[src/rtl/glcd_bus_sequencer_if.sv]
// Request/LCD bus bundle for glcd_bus_sequencer.
// The requester side (game renderer, score overlay, plus whoever watches the
// LCD pins) uses the master modport; the sequencer itself uses slave.
interface glcd_bus_sequencer_if;
    logic [1:0]  req_valid;
    logic [5:0]  req_page;
    logic [13:0] req_col;
    logic [15:0] req_data;
    logic [1:0]  req_ready;
    logic        init_done;
    logic        busy;
    logic        lcd_e;
    logic        lcd_rs;
    logic        lcd_rw;
    logic        cs1;
    logic        cs2;
    logic        lcd_rst;
    logic [7:0]  lcd_data;

    modport master (
        output req_valid, req_page, req_col, req_data,
        input  req_ready, init_done, busy,
        input  lcd_e, lcd_rs, lcd_rw, cs1, cs2, lcd_rst, lcd_data
    );

    modport slave (
        input  req_valid, req_page, req_col, req_data,
        output req_ready, init_done, busy,
        output lcd_e, lcd_rs, lcd_rw, cs1, cs2, lcd_rst, lcd_data
    );
endinterface

[src/rtl/glcd_bus_sequencer.sv]
// KS0108-style dual-chip 128x64 GLCD bus sequencer.
// Runs the LCD power-up sequence, then round-robins two byte-write requesters
// onto the bus as set-page / set-column / data-write strobed bus cycles.
// Optional feature: define GLCD_ADDR_CACHE_EN to track each chip's page and
// column so redundant address commands are skipped.
module glcd_bus_sequencer #(
    parameter int E_SETUP    = 2,
    parameter int E_HIGH     = 4,
    parameter int E_HOLD     = 2,
    parameter int RST_CYCLES = 16,
    parameter int INIT_WAIT  = 64
) (
    input logic                 clk,
    input logic                 rst,
    glcd_bus_sequencer_if.slave bus
);
    localparam int BC_LEN = E_SETUP + E_HIGH + E_HOLD;
    localparam int CNT_W  = 16;

    typedef enum logic [3:0] {
        RST_HOLD, RST_WAIT, INIT_ON, INIT_LINE, IDLE, GRANT, SET_PAGE, SET_COL, WRITE
    } state_t;

    state_t           state;
    logic [CNT_W-1:0] cnt;
    logic [CNT_W-1:0] cnt_nxt;
    logic             bc_last;
    logic             e_nxt;

    logic [1:0] req_ready;
    logic       init_done, busy, lcd_e, lcd_rs, cs1, cs2, lcd_rst;
    logic [7:0] lcd_data;

    logic       last_grant;
    logic [5:0] lat_y;
    logic [7:0] lat_data;
    logic       skip_col_q;

    logic       win;
    logic [2:0] g_page;
    logic [6:0] g_col;
    logic [7:0] g_data;
    logic       skip_page;
    logic       skip_col;

    // Shared bus-cycle timing: E is high for counts E_SETUP..E_SETUP+E_HIGH-1.
    assign cnt_nxt = cnt + 1'b1;
    assign bc_last = (cnt == CNT_W'(BC_LEN - 1));
    assign e_nxt   = (cnt_nxt >= CNT_W'(E_SETUP)) && (cnt_nxt < CNT_W'(E_SETUP + E_HIGH));

    // Round-robin winner and its request fields; skip flags come from the cache.
    always_comb begin
        if (bus.req_valid == 2'b11) begin
            win = ~last_grant;
        end else begin
            win = bus.req_valid[1];
        end
        g_page = win ? bus.req_page[5:3]  : bus.req_page[2:0];
        g_col  = win ? bus.req_col[13:7]  : bus.req_col[6:0];
        g_data = win ? bus.req_data[15:8] : bus.req_data[7:0];
    end

`ifdef GLCD_ADDR_CACHE_EN
    logic [1:0] cache_valid;
    logic [2:0] cache_page [2];
    logic [5:0] cache_y    [2];

    // A hit needs a valid entry for the addressed chip and a matching field.
    always_comb begin
        skip_page = cache_valid[g_col[6]] && (cache_page[g_col[6]] == g_page);
        skip_col  = cache_valid[g_col[6]] && (cache_y[g_col[6]] == g_col[5:0]);
    end

    // The cache is committed at grant: the page/column commands and the write
    // that follow are never separated, and a reset mid-transfer clears it anyway.
    // The stored y is the chip's post-write column, which wraps within the chip.
    always_ff @(posedge clk) begin
        if (rst || state == RST_HOLD) begin
            cache_valid <= 2'b00;
        end else if (state == GRANT && (|bus.req_valid)) begin
            cache_valid[g_col[6]] <= 1'b1;
            cache_page[g_col[6]]  <= g_page;
            cache_y[g_col[6]]     <= g_col[5:0] + 6'd1;
        end
    end
`else
    assign skip_page = 1'b0;
    assign skip_col  = 1'b0;
`endif

    // Main sequencer: reset/init, arbitration and bus-cycle generation.
    always_ff @(posedge clk) begin
        if (rst) begin
            state      <= RST_HOLD;
            cnt        <= '0;
            lcd_e      <= 1'b0;
            lcd_rs     <= 1'b0;
            lcd_data   <= 8'h00;
            cs1        <= 1'b0;
            cs2        <= 1'b0;
            lcd_rst    <= 1'b0;
            req_ready  <= 2'b00;
            init_done  <= 1'b0;
            busy       <= 1'b1;
            last_grant <= 1'b1;
            lat_y      <= 6'd0;
            lat_data   <= 8'h00;
            skip_col_q <= 1'b0;
        end else begin
            req_ready <= 2'b00;
            case (state)
                RST_HOLD: begin
                    if (cnt == CNT_W'(RST_CYCLES - 1)) begin
                        state   <= RST_WAIT;
                        cnt     <= '0;
                        lcd_rst <= 1'b1;
                    end else begin
                        cnt <= cnt_nxt;
                    end
                end
                RST_WAIT: begin
                    if (cnt == CNT_W'(INIT_WAIT - 1)) begin
                        state    <= INIT_ON;
                        cnt      <= '0;
                        cs1      <= 1'b1;
                        cs2      <= 1'b1;
                        lcd_rs   <= 1'b0;
                        lcd_data <= 8'h3F;
                    end else begin
                        cnt <= cnt_nxt;
                    end
                end
                INIT_ON: begin
                    if (bc_last) begin
                        state    <= INIT_LINE;
                        cnt      <= '0;
                        lcd_e    <= 1'b0;
                        lcd_data <= 8'hC0;
                    end else begin
                        cnt   <= cnt_nxt;
                        lcd_e <= e_nxt;
                    end
                end
                INIT_LINE: begin
                    if (bc_last) begin
                        state     <= IDLE;
                        cnt       <= '0;
                        lcd_e     <= 1'b0;
                        init_done <= 1'b1;
                        busy      <= 1'b0;
                    end else begin
                        cnt   <= cnt_nxt;
                        lcd_e <= e_nxt;
                    end
                end
                IDLE: begin
                    if (|bus.req_valid) begin
                        state <= GRANT;
                        busy  <= 1'b1;
                    end
                end
                GRANT: begin
                    if (|bus.req_valid) begin
                        req_ready  <= win ? 2'b10 : 2'b01;
                        last_grant <= win;
                        lat_y      <= g_col[5:0];
                        lat_data   <= g_data;
                        skip_col_q <= skip_col;
                        cs1        <= ~g_col[6];
                        cs2        <= g_col[6];
                        cnt        <= '0;
                        lcd_e      <= 1'b0;
                        if (!skip_page) begin
                            state    <= SET_PAGE;
                            lcd_rs   <= 1'b0;
                            lcd_data <= {5'b10111, g_page};
                        end else if (!skip_col) begin
                            state    <= SET_COL;
                            lcd_rs   <= 1'b0;
                            lcd_data <= {2'b01, g_col[5:0]};
                        end else begin
                            state    <= WRITE;
                            lcd_rs   <= 1'b1;
                            lcd_data <= g_data;
                        end
                    end else begin
                        state <= IDLE;
                        busy  <= 1'b0;
                    end
                end
                SET_PAGE: begin
                    if (bc_last) begin
                        cnt   <= '0;
                        lcd_e <= 1'b0;
                        if (!skip_col_q) begin
                            state    <= SET_COL;
                            lcd_rs   <= 1'b0;
                            lcd_data <= {2'b01, lat_y};
                        end else begin
                            state    <= WRITE;
                            lcd_rs   <= 1'b1;
                            lcd_data <= lat_data;
                        end
                    end else begin
                        cnt   <= cnt_nxt;
                        lcd_e <= e_nxt;
                    end
                end
                SET_COL: begin
                    if (bc_last) begin
                        state    <= WRITE;
                        cnt      <= '0;
                        lcd_e    <= 1'b0;
                        lcd_rs   <= 1'b1;
                        lcd_data <= lat_data;
                    end else begin
                        cnt   <= cnt_nxt;
                        lcd_e <= e_nxt;
                    end
                end
                WRITE: begin
                    if (bc_last) begin
                        state <= IDLE;
                        cnt   <= '0;
                        lcd_e <= 1'b0;
                        busy  <= 1'b0;
                    end else begin
                        cnt   <= cnt_nxt;
                        lcd_e <= e_nxt;
                    end
                end
                default: begin
                    state <= RST_HOLD;
                    cnt   <= '0;
                end
            endcase
        end
    end

    assign bus.req_ready = req_ready;
    assign bus.init_done = init_done;
    assign bus.busy      = busy;
    assign bus.lcd_e     = lcd_e;
    assign bus.lcd_rs    = lcd_rs;
    assign bus.lcd_rw    = 1'b0;
    assign bus.cs1       = cs1;
    assign bus.cs2       = cs2;
    assign bus.lcd_rst   = lcd_rst;
    assign bus.lcd_data  = lcd_data;
endmodule

[src/flat_wrapper.sv]
// flat-port wrapper written by rule: the top's interface ports become plain ports
module glcd_bus_sequencer_flat 
#(
    parameter int E_SETUP    = 2,
    parameter int E_HIGH     = 4,
    parameter int E_HOLD     = 2,
    parameter int RST_CYCLES = 16,
    parameter int INIT_WAIT  = 64
)
  (clk, rst, bus_req_valid, bus_req_page, bus_req_col, bus_req_data, bus_req_ready, bus_init_done, bus_busy, bus_lcd_e, bus_lcd_rs, bus_lcd_rw, bus_cs1, bus_cs2, bus_lcd_rst, bus_lcd_data);
  glcd_bus_sequencer_if bus_i ();
  input logic clk;
  input logic rst;
  input wire logic [$bits(bus_i.req_valid)-1:0] bus_req_valid;
  input wire logic [$bits(bus_i.req_page)-1:0] bus_req_page;
  input wire logic [$bits(bus_i.req_col)-1:0] bus_req_col;
  input wire logic [$bits(bus_i.req_data)-1:0] bus_req_data;
  output wire logic [$bits(bus_i.req_ready)-1:0] bus_req_ready;
  output wire logic [$bits(bus_i.init_done)-1:0] bus_init_done;
  output wire logic [$bits(bus_i.busy)-1:0] bus_busy;
  output wire logic [$bits(bus_i.lcd_e)-1:0] bus_lcd_e;
  output wire logic [$bits(bus_i.lcd_rs)-1:0] bus_lcd_rs;
  output wire logic [$bits(bus_i.lcd_rw)-1:0] bus_lcd_rw;
  output wire logic [$bits(bus_i.cs1)-1:0] bus_cs1;
  output wire logic [$bits(bus_i.cs2)-1:0] bus_cs2;
  output wire logic [$bits(bus_i.lcd_rst)-1:0] bus_lcd_rst;
  output wire logic [$bits(bus_i.lcd_data)-1:0] bus_lcd_data;
  assign bus_i.req_valid = bus_req_valid;
  assign bus_i.req_page = bus_req_page;
  assign bus_i.req_col = bus_req_col;
  assign bus_i.req_data = bus_req_data;
  assign bus_req_ready = bus_i.req_ready;
  assign bus_init_done = bus_i.init_done;
  assign bus_busy = bus_i.busy;
  assign bus_lcd_e = bus_i.lcd_e;
  assign bus_lcd_rs = bus_i.lcd_rs;
  assign bus_lcd_rw = bus_i.lcd_rw;
  assign bus_cs1 = bus_i.cs1;
  assign bus_cs2 = bus_i.cs2;
  assign bus_lcd_rst = bus_i.lcd_rst;
  assign bus_lcd_data = bus_i.lcd_data;
  glcd_bus_sequencer #(.E_SETUP(E_SETUP), .E_HIGH(E_HIGH), .E_HOLD(E_HOLD), .RST_CYCLES(RST_CYCLES), .INIT_WAIT(INIT_WAIT)) u_core (.clk(clk), .rst(rst), .bus(bus_i));
endmodule
[config.mk]
export PLATFORM = sky130hd
export DESIGN_NAME = glcd_bus_sequencer_flat
export DESIGN_NICKNAME = d
export VERILOG_FILES = /design/src/rtl/glcd_bus_sequencer_if.sv /design/src/rtl/glcd_bus_sequencer.sv /design/src/flat_wrapper.sv
export SDC_FILE = /design/constraint.sdc
export NUM_CORES = 1
export LEC_CHECK = 0
export CAP_MARGIN = 10
export CORE_ASPECT_RATIO = 0.75
export CORE_MARGIN = 1.5
export CORE_UTILIZATION = 45
export CTS_CLUSTER_DIAMETER = 60
export DETAILED_ROUTE_END_ITERATION = 7
export GPL_TIMING_DRIVEN = 0
export PLACE_DENSITY = 0.75
export SYNTH_ARGS = -nofsm -noshare
export SYNTH_HDL_FRONTEND = slang
export SYNTH_SLANG_ARGS = --single-unit
[constraint.sdc]
create_clock -name clk -period 3.5 [get_ports clk]
set_input_delay 0.525 -clock clk [delete_from_list [all_inputs] [get_ports clk]]
set_output_delay 0.525 -clock clk [all_outputs]
set_load 0.02 [all_outputs]
# Yosys cells after proc, flatten, opt, wreduce, memory -nomap -nowiden
# Index checks and enable logic that the tools add are counted.
dict set report totals {
  ff_bits 52
  latchBits 0
  ramBits 0
  rom_bits 0
  inputBits 40
  out_inout_bits 18
  elab_cells 104
  n_memories 0
}
dict set report op_classes {
  n_addsub 1
  multipliers 0
  n_div 0
  order_cmp 2
  eq_ne 21
  shifts 0
  n_mux 40
  n_bitwise 5
  n_reduce_logical 21
}
# cell n
set op_table {}
lappend op_table {{$pmux W16 S5} 1}
lappend op_table {{$mux W16} 4}
lappend op_table {{$mux W8} 6}
lappend op_table {{$pmux W8 S5} 1}
lappend op_table {{$pmux W4 S8} 1}
lappend op_table {{$mux W4} 7}
lappend op_table {{$add A16 B1 Y16 const B} 1}
lappend op_table {{$eq A16 B3 Y1 const B} 1}
lappend op_table {{$eq A16 B4 Y1 const B} 1}
lappend op_table {{$eq A16 B6 Y1 const B} 1}
lappend op_table {{$eq A4 B3 Y1 const B} 4}
lappend op_table {{$ge A16 B2 Y1 const B} 1}
lappend op_table {{$lt A16 B3 Y1 const B} 1}
lappend op_table {{$ne A2 B1 Y1 const B} 8}
lappend op_table {{$mux W1} 11}
lappend op_table {{$reduce_and A2 Y1} 5}
lappend op_table {{$eq A4 B2 Y1 const B} 2}
lappend op_table {{$mux W7} 1}
lappend op_table {{$reduce_and A7 Y1} 1}
lappend op_table {{$pmux W1 S2} 3}
lappend op_table {{$reduce_and A6 Y1} 1}
lappend op_table {{$not A1 Y1} 5}
lappend op_table {{$reduce_and A5 Y1} 1}
lappend op_table {{$reduce_bool A5 Y1} 1}
lappend op_table {{other kinds (18)} 21}

# Longest topological paths before layout
# Gate-level depths: netlist of the first run.
dict set report logic_depth {
  depth_word 6
  mapped_depth 8
  ltp_nobuf 7
}

# Worst setup path after synthesis of the first run
# No wires, ideal clock.
dict set report synth_timing {
  kind {register to register}
  from {register u_core.cnt[7]}
  to {register u_core.state[0]}
  setup_ns 0.071
  arrival_ns 2.646
  required_time_ns 3.429
  path_slack_ns 0.784
  stages_incl_launch_ff 8
  path_buffers 1
  period_less_slack_ns 2.716
  path_cell_list {dfxtp_1 -> buf_2 -> or4_4 -> or4_4 -> o41ai_4 -> nand3_2 -> or4b_1 -> a21oi_1}
}
dict set report synth_between {
  elab_chain_cells 3
  word_cells_on_any_way 10
  cone_classes {eq/ne: 9; reduce/logical: 1}
}
# element line_no
set synth_lines {}
lappend synth_lines {{from (decl)} glcd_bus_sequencer.sv:25} ;# logic [CNT_W-1:0] cnt;
lappend synth_lines {{from (signal assigned)} glcd_bus_sequencer.sv:118} ;# cnt <= cnt_nxt;
lappend synth_lines {{from (signal assigned)} glcd_bus_sequencer.sv:130} ;# cnt <= cnt_nxt;
lappend synth_lines {{from (signal assigned)} glcd_bus_sequencer.sv:140} ;# cnt <= cnt_nxt;
lappend synth_lines {{$eq A16 B3 Y1, or another cell as far along} glcd_bus_sequencer.sv:48} ;# assign bc_last = (cnt == CNT_W'(BC_LEN - 1));
lappend synth_lines {{$ne A2 B1 Y1 (no source line)} --}
lappend synth_lines {{$reduce_and A7 Y1 (no source line) *} --}
lappend synth_lines {{to (signal assigned)} glcd_bus_sequencer.sv:94} ;# state <= RST_HOLD;
lappend synth_lines {{to (signal assigned)} glcd_bus_sequencer.sv:114} ;# state <= RST_WAIT;
lappend synth_lines {{to (signal assigned)} glcd_bus_sequencer.sv:123} ;# state <= INIT_ON;
lappend synth_lines {{to (decl)} glcd_bus_sequencer.sv:24} ;# state_t state;
# Every way passes the cells marked *; elsewhere a longest branch is shown, timed or not.
# A chain may end at the register's enable or synchronous reset.

# Final worst setup path of the first run
dict set report layout_timing {
  from {register u_core.cnt[7]}
  to {register u_core.lcd_data[5] (netlist: u_core.bus.lcd_data[5])}
}
dict set report layout_between {
  elab_chain_cells 3
  word_cells_on_any_way 7
  cone_classes {eq/ne: 6; reduce/logical: 1}
}
# element line_no
set layout_lines {}
lappend layout_lines {{$eq A16 B3 Y1 or $eq A16 B6 Y1 (tied branches)} {glcd_bus_sequencer.sv:48, glcd_bus_sequencer.sv:122}}
lappend layout_lines {{$ne A2 B1 Y1 (no source line)} --}
lappend layout_lines {{$reduce_and A6 Y1 (no source line) *} --}
lappend layout_lines {{to (signal assigned)} glcd_bus_sequencer.sv:176} ;# lcd_data <= {5'b10111, g_page};
lappend layout_lines {{to (signal assigned)} glcd_bus_sequencer.sv:180} ;# lcd_data <= {2'b01, g_col[5:0]};
lappend layout_lines {{to (signal assigned)} glcd_bus_sequencer.sv:184} ;# lcd_data <= g_data;
lappend layout_lines {{to (decl)} glcd_bus_sequencer.sv:32} ;# logic [7:0] lcd_data;
# Marked as above.

==> summary.txt, run 1 <==
Distinct cell type count after synthesis - 55
First-pass GRT wire length - 13330 um
Mapped Area - 0.002964 mm^2
Clock net sink count - 52
Post-Route Setup TNS - 0 ps
Fmax - 0.3235 GHz
CP Class - flop to flop
Finished Core Util - 58.75%
Mapped Cells - 370
Detailed-route DRC error count - 0
Dominant synthesized flop cell - dfxtp_1
Initial antenna violation count - 0
Leak Pwr - 1.210 nW
Clk_lat worst skew - 320 ps
Filler cell count - 583
Slew margin rel. - 33.87%
Setup Viol. Count Final - 0
Final worst path period share - 88.31%
Layout Cells excl Fill - 514
Drt pass-1 iters - 7
Synth async-reset ratio - 0%
Sum of routed wire length over all layers - 8060 um
RSZ-0062 raised after global routing - false
I/O pin cnt - 58
Required time of the critical path - 3730 ps
Port Buffers - 55
Longest Clk Path Bufs - 2
Final #Nets - 474
Ant diodes - 0
Remaining global-route overflow - 0
Row count - 25
Die Area - 0.007088 mm^2
Seq/Total Area, Yosys - 35.12%
Vias in the first global route - 2811
Register bit total from synthesis - 52
P_sw - 571.8 uW
Area Growth Syn to Fin - 25.24%
DR vias/cell - 5.875
DR iter-0 viols - 187
Startpoint Class - flop
Crit path DAT - 3320 ps
CTS root buffer - clkbuf_8
Clk pwr share - 23.0%
Setup bufs post-CTS - 0
Layout cells sized above 1 - 4.619%
Mean Syn Cell Area - 8.011 um^2
Outcome - finished, final reports clean
Sw Ratio - 35.73%
Internal power - 1.029 mW
Skew final - 9.380 ps
H-tree levels - 2
Via count - 3020
Final hold violations - 0
HPWL Detailed - 6159 um
Initial cell density of the core - 46.91%
Crit. End Element - flop
Cts repair resizes - 0
Total of max-cap violations - 0
Gpl congestion - 0.9318
Sequential power share - 43.1%
Die H - 73.29 um
Hold buffers post-CTS - 0
Pwr Density - 431.1 mW/mm^2
Antenna Nets Post-Route - 0
Least-Margin Pin Slew - 982.9 ps
Avg WL per Cell - 15.68 um
Total GRT Usage - 23.27%
Critical Path Fanout Max - 10
CTS tree - built
CTS buffer count - 5
EDFF count, synth - 0
Yosys warns - 0
Core footprint - 0.006319 mm^2
Syn nets - 412
Post-layout min period - 3091 ps
Largest net degree at the start of global routing - 19
Reg clk slew, reported paths - 100 ps
Max Slew Vio Count - 0
Worst hold path class - flop to flop
Die X - 96.72 um
Worst VDD drop - 0.1817 mV
Combinational share of power - 33.9%
Inst Count DP - 506
[critical path, stage by stage, from the launching register on]
cell	delay, ps
dfxtp_1	310
buf_2	170
or4_4	570
nor4_4	450
a211oi_1	220
nor4_2	600
clkbuf_1	380
nor2_1	70
a211oi_1	230
[per-layer routing]
metal	GRT usage (%)	wire [um]	vias up
met5	0	0	-
met3	4.662	627	9
met4	6.441	76	0
met2	34.73	3259	147
li1	-	-	1499
met1	34.26	4097	1365
[cell families after synthesis]
family                   after synthesis  share of synthesized area (%)
AO/OA/AOI/OAI                        102                          24.31
XOR/XNOR                               7                          2.068
adder cells (fa/ha/maj)                2                         0.8441
buffers and inverters                 39                          5.107
flip-flops                            52                          35.12
multiplexers                          24                          8.147
other                                  1                         0.1265
AND/OR/NAND/NOR                      143                          24.27
[registers in the layout, summed over array words and instances (netlist names)]
| register | count |
|---|---|
| u_core.bus.busy | 1 |
| u_core.bus.req_ready | 2 |
| u_core.state | 4 |
| u_core.bus.lcd_rst | 1 |
| u_core.bus.lcd_rs | 1 |
| u_core.lat_data | 8 |
| u_core.bus.cs2 | 1 |
| u_core.last_grant | 1 |
| u_core.lat_y | 6 |
| u_core.bus.cs1 | 1 |
| u_core.bus.lcd_data | 8 |
| u_core.bus.init_done | 1 |
| u_core.bus.lcd_e | 1 |
| u_core.cnt | 16 |
[worst paths after layout]
path                                           start                endpoint  slack (ps)  cells after the start
worst max-delay path                   u_core.cnt[7]  u_core.bus.lcd_data[5]         410                      8
worst min-delay path            u_core.bus.init_done    u_core.bus.init_done         490                      2
worst max register to register         u_core.cnt[7]  u_core.bus.lcd_data[5]         410                      8
worst min register to register  u_core.bus.init_done    u_core.bus.init_done         490                      2
[per-stage QoR]
step / cell area [um^2] / hold WS (ps) / worst slack, ps / power, mW
floorplan: 2964 / 471.7 / 783.6 / 1.040
global placement: 3616 / 456.3 / 480.5 / 1.226
detailed placement: 3616 / 464.9 / 450.7 / 1.235
CTS: 3712 / 491.3 / 431.6 / 1.600
global route: 3712 / 520.8 / 190.4 / 1.698
finish: 3712 / 488.8 / 409.2 / 1.600
[cells in the final DEF (no fill, tap or decap), types with 4 or more instances in the layout]
cell type,count
a2111oi_0,4
a211oi_1,25
a21oi_1,22
a31oi_1,18
and3_1,5
buf_1,6
clkbuf_1,24
clkbuf_8,5
clkdlybuf4s50_1,55
dfxtp_1,52
inv_1,6
mux2i_1,23
nand2_1,29
nand2b_1,11
nand3_1,13
nand4_1,4
nor2_1,50
nor3_1,9
nor4_1,6
o31ai_1,4
xnor2_1,5
[power by group through the flow]
stage / Combinational, mW / Clock, mW / Sequential (mW)
2_1_floorplan: 0.304 / 0 / 0.736
3_3_place_gp: 0.526 / 0 / 0.700
3_5_place_dp: 0.532 / 0 / 0.703
4_1_cts: 0.536 / 0.374 / 0.690
5_1_grt: 0.601 / 0.399 / 0.697
6_report: 0.543 / 0.368 / 0.689
[final cells by class]
cell class	count	area [um^2]	area share, %
multi-input cells	279	1772	47.73
flip-flops and latches	52	1041	28.04
repair buffers	55	550.5	14.83
plain buffers	32	125.1	3.370
well taps	81	101.3	2.730
clock buffers	5	68.82	1.854
clock inverters	3	27.53	0.7415
inverters	7	26.28	0.7078
[cells in the mapped netlist (4+ instances only)]
library cell  number  share of area, %
a2111oi_0          4               1.2
a211oi_1          25               6.3
a21oi_1           22               3.7
a31oi_1           18               3.8
and3_1             5               1.1
buf_1              6              0.76
clkbuf_1          24               3.0
dfxtp_1           52                35
inv_1              6              0.76
mux2i_1           23               7.8
nand2_1           29               3.7
nand2b_1          11               2.3
nand3_1           13               2.2
nand4_1            4              0.84
nor2_1            50               6.3
nor3_1             9               1.5
nor4_1             6               1.3
o31ai_1            4               1.0
xnor2_1            5               1.5
(Power assumes the default switching activity.)
==> run 2: changes to the inputs <==
- CORE_UTILIZATION: 45 -> 52
- PLACE_DENSITY: 0.75 -> 0.84
- TNS_END_PERCENT: default -> 20
==> summary.txt, run 2 (synthesis results as in run 1) <==
Outcome - finished, final reports clean
Core footprint - 0.005410 mm^2
Port Buffers - 55
Max reg flops - 16
Crit path from - u_core.cnt[7]
Sw Ratio - 34.80%
Setup Viol. Count Final - 0
Die Area - 0.006167 mm^2
Wire length on met1 - 3943 um
Met2 WL - 3623 um
Post-Route Setup TNS - 0 ps
Die X - 90.18 um
Commonest non-fill, non-tap cell in the layout - clkdlybuf4s50_1
Via count - 3095
Total of max-cap violations - 0
Die H - 68.39 um
Internal power - 1.040 mW
Largest registers - u_core.cnt: 16 flops, u_core.bus.lcd_data: 8 flops, u_core.lat_data: 8 flops
Total GRT Usage - 28.33%
Setup bufs post-CTS - 0
Least-Margin Pin Slew - 1017 ps
Top layer in use - met4
Area Growth Syn to Fin - 24.86%
CTS tree - built
Clock net sink count - 52
Final hold violations - 0
Reg clk slew, reported paths - 100 ps
R2R cell count - 8
RSZ-0062 raised after global routing - false
CTS root buffer - clkbuf_8
Met3 wire length - 780 um
Critical Path Fanout Max - 10
Slew margin rel. - 30.46%
DR vias/cell - 6.093
Fmax - 0.3153 GHz
Worst VDD drop - 0.2413 mV
Hold buffers post-CTS - 0
Required time of the critical path - 3670 ps
Combinational share of power - 34.3%
HPWL Detailed - 6480 um
Crit path to - u_core.cnt[10]
Initial cell density of the core - 54.79%
Layout Cells excl Fill - 508
Crit. End Element - flop
Final worst path period share - 90.60%
Remaining global-route overflow - 0
Clk pwr share - 22.4%
CP Class - flop to flop
First-pass GRT wire length - 13880 um
I/O pin cnt - 58
Vias in the first global route - 2945
Inst Count DP - 500
Clk_lat worst skew - 300 ps
Avg WL per Cell - 16.59 um
Final #Nets - 474
Detailed-route DRC error count - 0
Antenna Nets Post-Route - 0
Largest net degree at the start of global routing - 16
Longest Clk Path Bufs - 2
Dpl cell area - 0.003608 mm^2
P_sw - 555.1 uW
Commonest cells after routing, fill and taps aside - clkdlybuf4s50_1, dfxtp_1, nor2_1, nand2_1, a211oi_1
Sum of routed wire length over all layers - 8430 um
Reg2Reg Capture Point - u_core.cnt[10]
Top reg by flops - u_core.cnt
Post-layout min period - 3171 ps
Leak Pwr - 1.215 nW
Max Slew Vio Count - 0
Pwr Density - 430.9 mW/mm^2
Startpoint Class - flop
Post-route design area - 0.003701 mm^2
Drt pass-1 iters - 4
Layout cells sized above 1 - 4.619%
Gpl congestion - 0.9061
Worst hold path class - flop to flop
Min Hold Slack - 480.6 ps
Filler cell count - 481
Skew final - 7.825 ps
Initial antenna violation count - 0
DR iter-0 viols - 367
Reg-to-reg setup timing slack - 330 ps
CTS buffer count - 5
Crit path DAT - 3340 ps
H-tree levels - 2
Final Power - 1.595 mW
Row count - 23
Ant diodes - 0
Sequential power share - 43.3%
Worst R2R Start - u_core.cnt[7]
Cts repair resizes - 0
run 2: cell count changes in the layout (fill, tap and decap cells not counted), sizes merged:
cell,delta
clkbuf,+1
clkinv,+1
clkinvlp,-1
inv,-1
run 2: final cells by class:
type | instances | area [um^2] | share of cell area (%)
Timing Repair Buffer | 55 | 550.5 | 14.87
Inverter | 7 | 26.28 | 0.7099
Multi-Input combinational cell | 279 | 1772 | 47.87
Sequential cell | 52 | 1041 | 28.13
Tap cell | 75 | 93.84 | 2.535
Buffer | 32 | 125.1 | 3.381
Clock inverter | 2 | 10.01 | 0.2705
Clock buffer | 6 | 82.58 | 2.231
run 2: worst min path at each step:
stage                          from              endpoint  depth (start not counted)
2_1_floorplan        u_core.cnt[11]        u_core.cnt[11]                          1
3_3_place_gp   u_core.bus.init_done  u_core.bus.init_done                          2
3_5_place_dp   u_core.bus.init_done  u_core.bus.init_done                          2
4_1_cts        u_core.bus.init_done  u_core.bus.init_done                          2
5_1_grt        u_core.bus.init_done  u_core.bus.init_done                          2
6_report       u_core.bus.init_done  u_core.bus.init_done                          2
run 2: through the flow:
stage	worst slack, ps	util [%]
after floorplan	783.6	-
after global placement	488.4	66.70
after detailed placement	414.8	66.70
after CTS	397.3	68.41
after global routing	231.3	68.41
final	328.8	68.41
run 2: power groups by stage:
stage | clock (mW) | sequential [mW] | combinational [mW]
2_1_floorplan | 0 | 0.736 | 0.304
3_3_place_gp | 0 | 0.700 | 0.524
3_5_place_dp | 0 | 0.703 | 0.537
4_1_cts | 0.361 | 0.689 | 0.541
5_1_grt | 0.384 | 0.697 | 0.598
6_report | 0.356 | 0.691 | 0.548
run 2: worst max-delay path, stage by stage (launching register included):
cell	delay, ps
dfxtp_1	310
buf_2	170
or4_4	570
or4_4	540
o41ai_4	430
a31oi_1	380
clkbuf_1	350
o31ai_1	150
a31oi_1	140
run 2: routing by layer:
layer,vias up,track usage (%)
li1,1493,-
met1,1419,39.78
met2,171,44.03
met3,12,6.222
met4,0,7.937
met5,-,0
==> run 3: changes to the inputs <==
- CORE_UTILIZATION: 52 -> 47
- CTS_CLUSTER_SIZE: default -> 20
- PLACE_DENSITY: 0.84 -> 0.81
- clock period: 3.5 -> 2.67 ns (I/O delays scaled with it)
==> summary.txt, run 3 (synthesis results as in run 1) <==
Top reg by flops - u_core.cnt
Drt pass-1 iters - 5
Layout Cells excl Fill - 526
Clock net sink count - 52
Least-Margin Pin Slew - 660.4 ps
HPWL Detailed - 6137 um
Slew margin rel. - 55.61%
DR iter-0 viols - 360
Required time of the critical path - 2840 ps
Sw Ratio - 35.90%
Reg clk slew, reported paths - 100 ps
Post-route design area - 0.003944 mm^2
Sequential power share - 41.0%
CTS tree - built
Vias in the first global route - 2811
Initial antenna violation count - 0
Post-layout min period - 2901 ps
Dpl cell area - 0.003617 mm^2
Min Hold Slack - 483.4 ps
Commonest cells after routing, fill and taps aside - clkdlybuf4s50_1, nor2_1, dfxtp_1, nand2_1, a211oi_1
Final worst path period share - 108.6%
Die Area - 0.006797 mm^2
Avg WL per Cell - 16.61 um
Sum of routed wire length over all layers - 8738 um
Via count - 3145
DR vias/cell - 5.979
RSZ-0062 raised after global routing - true
Outcome - finished, violations left
Die X - 94.70 um
Pre-CTS setup slack - -343.3 ps
Crit. End Element - flop
Leak Pwr - 1.326 nW
Ant diodes - 0
CTS buffer count - 5
Layout cells sized above 1 - 13.17%
Internal power - 1.408 mW
Crit path DAT - 3070 ps
Core footprint - 0.005946 mm^2
Fmax - 0.3448 GHz
Max Slew Vio Count - 0
H-tree levels - 2
Max reg flops - 16
Final #Nets - 489
Worst VDD drop - 0.2086 mV
Final worst slack - -230.6 ps
Failing checks - setup timing
Worst hold path class - flop to flop
Die H - 71.78 um
Largest net degree at the start of global routing - 18
Area Growth Syn to Fin - 33.05%
First-pass GRT wire length - 13730 um
Pwr Density - 557.0 mW/mm^2
Startpoint Class - flop
Final hold violations - 0
Antenna Nets Post-Route - 0
Detailed-route DRC error count - 0
Initial cell density of the core - 49.85%
Port Buffers - 55
Commonest non-fill, non-tap cell in the layout - clkdlybuf4s50_1
Skew final - 10.23 ps
Combinational share of power - 37.4%
CTS root buffer - clkbuf_8
Setup Viol. Count Final - 17
CP Class - flop to flop
Gpl congestion - 0.9409
P_sw - 788.6 uW
Clk_lat worst skew - 320 ps
I/O pin cnt - 58
Total GRT Usage - 25.65%
Longest Clk Path Bufs - 2
Clk pwr share - 21.6%
Largest registers - u_core.cnt: 16 flops, u_core.bus.lcd_data: 8 flops, u_core.lat_data: 8 flops
Row count - 24
Critical Path Fanout Max - 9
Inst Count DP - 503
Total of max-cap violations - 0
Remaining global-route overflow - 0
[run 3: cell count changes in the layout (fill, tap and decap cells not counted), sizes merged]
cell / previous run / this run
buf: 8 / 27
inv: 7 / 8
clkbuf: 30 / 25
[run 3: per-layer routing]
| layer | vias to the layer above | GRT usage [%] | part of all wire, % |
|---|---|---|---|
| met5 | - | 0 | 0 |
| met2 | 173 | 37.30 | 42 |
| met3 | 10 | 5.096 | 8.2 |
| met4 | 0 | 6.302 | 0.82 |
| li1 | 1515 | - | - |
| met1 | 1447 | 38.57 | 49 |
[run 3: area by class of cell]
cell class,count,area [um^2]
repair buffers,73,693.2
well taps,78,97.59
flip-flops and latches,52,1059
inverters,7,26.28
clock buffers,5,68.82
multi-input cells,279,1847
plain buffers,29,130.1
clock inverters,3,22.52
fillers,491,2002
[run 3: stage by stage]
step	util (%)	power (mW)	setup TNS (ps)
floorplan	-	1.364	-67.43
global placement	60.84	1.604	-6516
detailed placement	60.84	1.618	-7506
CTS	63.93	2.118	-142.5
global route	66.33	2.313	-2887
finish	66.33	2.197	-1416
[run 3: critical path, cell delays in order (launching register included)]
cell and delay, ps:
dfxtp_4 380, or4_4 570, or4_4 560, o41ai_4 380
buf_4 190, a31oi_4 170, buf_4 220, a31oi_1 180
a31oi_1 90
[run 3: timing repair]
action,4_1_cts,5_1_grt
endpoints found under the setup margin,27,33
cloned,0,2
hold buffers,0,0
resized for setup,15,27
pin swaps,8,16
buffers inserted,7,9
[run 3: worst paths after layout]
| check | startpoint | end | slack (ps) | depth (start not counted) |
|---|---|---|---|---|
| max | u_core.cnt[12] | u_core.cnt[10] | -230 | 8 |
| min | u_core.bus.init_done | u_core.bus.init_done | 480 | 2 |
| max reg2reg | u_core.cnt[12] | u_core.cnt[10] | -230 | 8 |
| min reg2reg | u_core.bus.init_done | u_core.bus.init_done | 480 | 2 |
[run 3: power groups by stage]
stage / clock [mW] / combinational (mW) / sequential [mW]
6_report: 0.475 / 0.821 / 0.901
5_1_grt: 0.512 / 0.888 / 0.913
3_5_place_dp: 0 / 0.697 / 0.921
2_1_floorplan: 0 / 0.399 / 0.965
3_3_place_gp: 0 / 0.687 / 0.917
4_1_cts: 0.473 / 0.743 / 0.901
